==> src/rtl/axi4_addr_bfm.sv <==
// axi4_addr_bfm
//   Master-side driver for the AXI4 read-address (AR) and write-address (AW)
//   channels. A proxy pushes packed address commands into a per-channel FIFO;
//   each channel pops its FIFO head into a registered pin stage and presents
//   it with AXI4 VALID/READY semantics. The AR and AW channels are identical
//   and fully independent. They share only clk and rst.
//
//   Parameters
//     ID_W   : width of arid/awid
//     ADDR_W : address width
//     DEPTH  : command FIFO entries per channel (power of two, >= 2)
//
//   Ports (x = ar / aw)
//     clk, rst          : rising-edge clock, asynchronous active-high reset
//     x_req_valid/x_req : packed command offered by the proxy, id at the MSB
//     x_req_ready       : FIFO has room (low during reset)
//     xid .. xregion    : AXI address-channel fields (registered)
//     xvalid / xready   : AXI handshake
//     x_done            : one-cycle pulse after each completed handshake
//     x_idle            : FIFO empty and xvalid low

// One address channel: FIFO plus registered pin stage.
module axi4_addr_chan #(
  parameter int unsigned CMD_W = 65,
  parameter int unsigned DEPTH = 4
) (
  input  logic             clk,
  input  logic             rst,
  input  logic             req_valid_i,
  input  logic [CMD_W-1:0] req_i,
  output logic             req_ready_o,
  output logic [CMD_W-1:0] cmd_o,
  output logic             valid_o,
  input  logic             ready_i,
  output logic             done_o,
  output logic             idle_o
);

  localparam int unsigned PTR_W = $clog2(DEPTH);
  localparam logic [PTR_W:0] FULL_CNT = (PTR_W+1)'(DEPTH);

  logic [CMD_W-1:0] mem_q [DEPTH];
  logic [PTR_W-1:0] wptr_q, rptr_q;
  logic [PTR_W:0]   count_q, count_d;
  logic [CMD_W-1:0] cmd_q;
  logic             valid_q;
  logic             done_q;
  logic             push, load;

  // Readiness ignores a same-cycle pop, so a full FIFO never accepts.
  assign req_ready_o = !rst && (count_q < FULL_CNT);
  assign push        = req_valid_i && req_ready_o;
  assign load        = (count_q != '0) && (!valid_q || ready_i);

  always_comb begin
    count_d = count_q;
    case ({push, load})
      2'b10:   count_d = count_q + (PTR_W+1)'(1);
      2'b01:   count_d = count_q - (PTR_W+1)'(1);
      default: count_d = count_q;
    endcase
  end

  // Storage has no reset; emptying the pointers/count discards its contents.
  always_ff @(posedge clk) begin
    if (push) mem_q[wptr_q] <= req_i;
  end

  always_ff @(posedge clk or posedge rst) begin
    if (rst) begin
      wptr_q  <= '0;
      rptr_q  <= '0;
      count_q <= '0;
      cmd_q   <= '0;
      valid_q <= 1'b0;
      done_q  <= 1'b0;
    end else begin
      count_q <= count_d;
      done_q  <= valid_q && ready_i;
      if (push) wptr_q <= wptr_q + PTR_W'(1);
      if (load) begin
        cmd_q   <= mem_q[rptr_q];
        rptr_q  <= rptr_q + PTR_W'(1);
        valid_q <= 1'b1;
      end else if (valid_q && ready_i) begin
        // Drained: fields keep their last values, only VALID drops.
        valid_q <= 1'b0;
      end
    end
  end

  assign cmd_o   = cmd_q;
  assign valid_o = valid_q;
  assign done_o  = done_q;
  assign idle_o  = (count_q == '0) && !valid_q;

endmodule


==> config.mk <==
export PLATFORM = sky130hd
export DESIGN_NAME = axi4_addr_chan
export DESIGN_NICKNAME = d
export VERILOG_FILES = /design/src/rtl/axi4_addr_bfm.sv
export SDC_FILE = /design/constraint.sdc
export NUM_CORES = 1
export LEC_CHECK = 0
export ABC_AREA = 1
export BUFFER_PORTS_ARGS = -buffer_cell sky130_fd_sc_hd__buf_2
export CORE_AREA = 2 2 249 251
export DETAILED_ROUTE_END_ITERATION = 7
export DIE_AREA = 0 0 251 253
export HOLD_SLACK_MARGIN = 0.15
export PLACE_DENSITY = 0.49
export SKIP_CTS_REPAIR_TIMING = 1
export SYNTH_ARGS = -nofsm -noshare
export SYNTH_HDL_FRONTEND = slang
export SYNTH_SLANG_ARGS = --single-unit
==> constraint.sdc <==
create_clock -name clk -period 5.4 [get_ports clk]
set_input_delay 1.08 -clock clk [delete_from_list [all_inputs] [get_ports clk]]
set_output_delay 1.08 -clock clk [all_outputs]
set_load 0.005 [all_outputs]
[Word-level counts from Yosys, hierarchy flattened]
Memories as Yosys holds them, arrays and structs flattened. A register that Yosys moved wholly into a read port is not among the register bits.
Cells that the tools add are included.
Word-level totals
  output and inout port bits: 69
  bits in writable memories: 260
  logic and storage cells: 30
  register bits after elaboration: 9
  memories kept: 1
Memories
  mem_q: words 4, width 65, read ports 1, clocked after Yosys merged registers in 1, write ports 1, RTL line 42  | logic [CMD_W-1:0] mem_q [DEPTH];
Operators by class
  reductions and logical operators: 12
  mux-type cells: 5
  equal/unequal tests: 2
  order comparisons: 1
  $add $sub $neg: 4
Operator list (number)
  one-hot mux 3 bit (2 select lines): 1
  logical AND 1 bit: 5
  adder 2 x 1 -> 2 bit, second input constant: 2
  2-to-1 mux 1 bit: 4
  nonzero test 2 bit: 2
  adder 3 x 1 -> 3 bit, second input constant: 1
  zero test 3 bit: 1
  less-than comparator 3 bit, second input constant: 1
  nonzero test 3 bit: 1
  subtractor 3 x 1 -> 3 bit, second input constant: 1
  == test 2 x 1 -> 1 bit, second input constant: 1
  == test 2 bit, second input constant: 1
  zero test 1 bit: 2
  logical OR 1 bit: 1

[Depth between registers and ports, before layout]
  depth in word-level cells: 5
  gate-level depth with buffers: 12
  depth with buffers taken out: 11

[Worst setup path before layout]
No wires, ideal clock.
  path type: input-to-reg
  from: input rst
  to: memory mem_q[0][0], enable pin
  path buffers: 0
  arrival: 4166 ps
  stages on the path: 3
  slack: 745 ps
  cells stage by stage: nor2_1 > nand2_1 > nor2_1
Between the ends
  word-level cells in the longest chain between the ends: 5
Ends and longest elaborated chain
  start: declaration: RTL line 28  | input logic rst,
  zero test 1 bit (no source line)
  logical AND 1 bit: RTL line 51  | assign req_ready_o = !rst && (count_q < FULL_CNT);
  logical AND 1 bit: RTL line 52  | assign push = req_valid_i && req_ready_o;
  2-to-1 mux 1 bit: RTL line 66  | if (push) mem_q[wptr_q] <= req_i;
  2-to-1 mux 1 bit (implied by the code): RTL line 66
  end: declaration: RTL line 42
Every way passes these cells.

==> impl_metrics.tcl <==
set metrics [dict create \
    viasPerCell 3.83 \
    drt_iter0_drc 387 \
    drv_slew 0 \
    worst-endpoint-required_ns 5.82 \
    die_area_um2 63500 \
    arrival_ns 3.20 \
    grt_overflow 0 \
    p_switching_uw 2940 \
    nNetsFinal 1555 \
    leakage_uw 0.00768 \
    cts_root_buf "clkbuf_16" \
    coreArea_um2 61000 \
    yosysSeqAreaShare_pct 69.4 \
    critPathTopFamily "buffers and inverters" \
    maxSlewHeadroom_pct 24.6 \
    ys_types 19 \
    grt.total_usage_pct 10.9 \
    dpl.hpwl_um 19800 \
    grt_max_degree 89 \
    die_w_um 251 \
    critical_path_class "register to register" \
    period_minus_slack_ns 2.78 \
    drcViolationCount 0 \
    setup_viol 0 \
    p_per_area_nw_per_um2 508 \
    die_h_um 253 \
    wl_per_cell_um 15.0 \
    hold_class "register to register" \
    gp_congestion 0.678 \
    crit_chain "inv_4 -> buf_4 -> nand2_1 -> nand3_1 -> nand2_1 -> nand2_1 -> nand2_1" \
    first_pass_iters 4 \
    cts_sinks 334 \
    outcome "complete, no violations" \
    drt-total-wl_um 34400 \
    num_vias 8814 \
    rsz0062_at_grt "false" \
    cpMaxStageDelayCell "inv_4" \
    syn_area_um2 13900 \
    startpoint_type "register" \
    drive_gt1_share_pct 14.3 \
    syn-mean-instance-area_um2 10.3 \
    path_buf_inv 2 \
    finClkSkew_ns 0.0157 \
    cp_max_fo 88 \
    p_int_uw 5460 \
    combPwrFrac_pct 27.9 \
    mappedNetlistNets 1427 \
    fmax_ghz 0.360 \
    synth_area_leaders "edfxtp_1 (56%), nand2_1 (14%), dfrtp_1 (13%)" \
    rows 91 \
    grt_pass1_wl_um 52400 \
    htreeDepth 2 \
    hold_viol 0 \
    clock_power_share_pct 29.5 \
    holdWs_ns 0.471 \
    grt_pass1_vias 8853 \
    ir_drop_mv 0.196 \
    endpoint_kind "register" \
    tritoncts "yes" \
    place_area_um2 15300 \
    ys_warn_count 0 \
    clock_path_buffers 3 \
    syn2layout_area_growth_pct 18.8 \
    io_pins 138 \
    path_common_cell "nand2_1" \
    drtAntennaViolNets 0 \
    antenna_found_initial 13 \
    sw_frac_of_total_pct 35.0 \
    start_util_pct 22.8 \
    portBuffers 137 \
    synth_top_area_share_pct 56.1 \
    stdcell_area_um2 16500 \
    clk_latency_ns 0.55 \
    setup-tns-final_ns 0 \
    cts-buffers-inserted 38 \
    slowest_delay_ns 0.78 \
    tightest_slew_ns 1.13 \
    clk_pin_slew_ns 0.06 \
    seq_power_share_pct 42.6 \
    synthCells 1352 \
    drv_cap 0 \
    synth_seq_cells 334 \
    finalCritPeriodShare_pct 51.5 \
    synth.largest_area_cell "edfxtp_1" \
]
[stage by stage]
step | total power (uW) | worst slack [ns] | utilization, % | std cells
6_report | 8400 | 2.62 | 27.1 | 2301
5_1_grt | 9020 | 2.42 | 27.1 | 2300
3_5_place_dp | 6070 | 2.19 | 25.1 | 2230
4_1_cts | 8610 | 2.61 | 27.1 | 2300
3_3_place_gp | 6040 | 2.22 | 25.1 | 2230
2_1_floorplan | 5210 | 0.745 | - | 1352
[Yosys cell counts, drive strengths merged]
master  count
a21oi       1
buf        49
clkbuf      9
dfrtp      74
edfxtp    260
fa          1
ha          5
inv       278
nand2     529
nand3     132
nor2        7
o21ai       2
xnor2       2
xor2        3
[cells in the final DEF (no fill, tap or decap)]
cell type / count
xor2_1: 3
clkinv_1: 4
clkbuf_8: 5
clkinvlp_4: 2
clkinv_4: 1
clkbuf_1: 11
clkinv_8: 2
nor2_4: 4
buf_4: 9
xnor2_1: 2
dfrtp_1: 72
clkbuf_16: 39
nand2_4: 1
nor2_1: 3
clkinv_2: 5
inv_4: 2
diode_2: 1
nand2_1: 528
ha_1: 5
bufinv_16: 1
nand3_1: 131
fa_1: 1
o21ai_0: 2
buf_2: 137
inv_2: 5
edfxtp_1: 260
dfrtp_4: 2
a21oi_1: 1
nand3_2: 1
inv_1: 271
[power by group through the flow]
stage                     Clock [uW]  Sequential (uW)  Combinational, uW
final                           2480             3580               2340
after global routing            2650             3650               2710
after CTS                       2570             3600               2450
after detailed placement           0             3640               2430
after global placement             0             3640               2390
after floorplan                    0             3460               1750
[worst reg2reg max path: cells and delay by family, from the launching register on]
kind,cells,cell delay [ns]
buffers and inverters,2,1.49
flip-flops,1,0.70
AND/OR/NAND/NOR,5,0.47
[cells by family (layout without fill, tap and decap cells)]
group	Yosys count	after routing	share of synthesized area, %
AOI/OAI and AO/OA	3	3	0.108
xor gates and xnor gates	5	5	0.315
adders and majority gates	6	6	0.594
buffers and inverters	336	494	10.3
DFF	334	334	69.4
other	0	1	0
and+or+nand+nor	668	668	19.3
[layer usage]
metal	wire length, um	up-vias	track usage [%]	part of all wire, %
met5	116	-	0	0.34
met4	1110	20	3.79	3.2
met3	2040	87	3.60	5.9
met2	16500	156	18.7	48
met1	14700	4114	12.7	43
li1	-	4437	-	-
[state kept, by name (all words and copies together) (netlist names)]
signal and count:
cmd_o 65, count_q 3, done_o 1, mem_q 260, rptr_q 2, valid_o 1, wptr_q 2
[cell type report]
class	count	area (um2)
clock buffer	55	1090
sequential	334	9670
antenna	1	2.50
fill	6358	44500
clock inverter	15	126
multi-input combinational	682	2860
inverter	278	1050
timing repair buffer	146	753
tap	790	988
[worst paths after layout]
| check | from | to | slack [ns] | depth (start not counted) |
|---|---|---|---|---|
| min in group asynchronous | rst | count_q[2] | 0.56 | 2 |
| max in group asynchronous | rst | rptr_q[1] | 3.74 | 3 |
| hold / removal | cmd_o[27] | cmd_o[27] | 0.47 | 2 |
| hold reg to reg | cmd_o[27] | cmd_o[27] | 0.47 | 2 |
| setup reg to reg | rptr_q[0] | cmd_o[47] | 2.62 | 7 |
| setup / recovery | rptr_q[0] | cmd_o[47] | 2.62 | 7 |
Note: power is estimated with default switching activity, not from simulation.
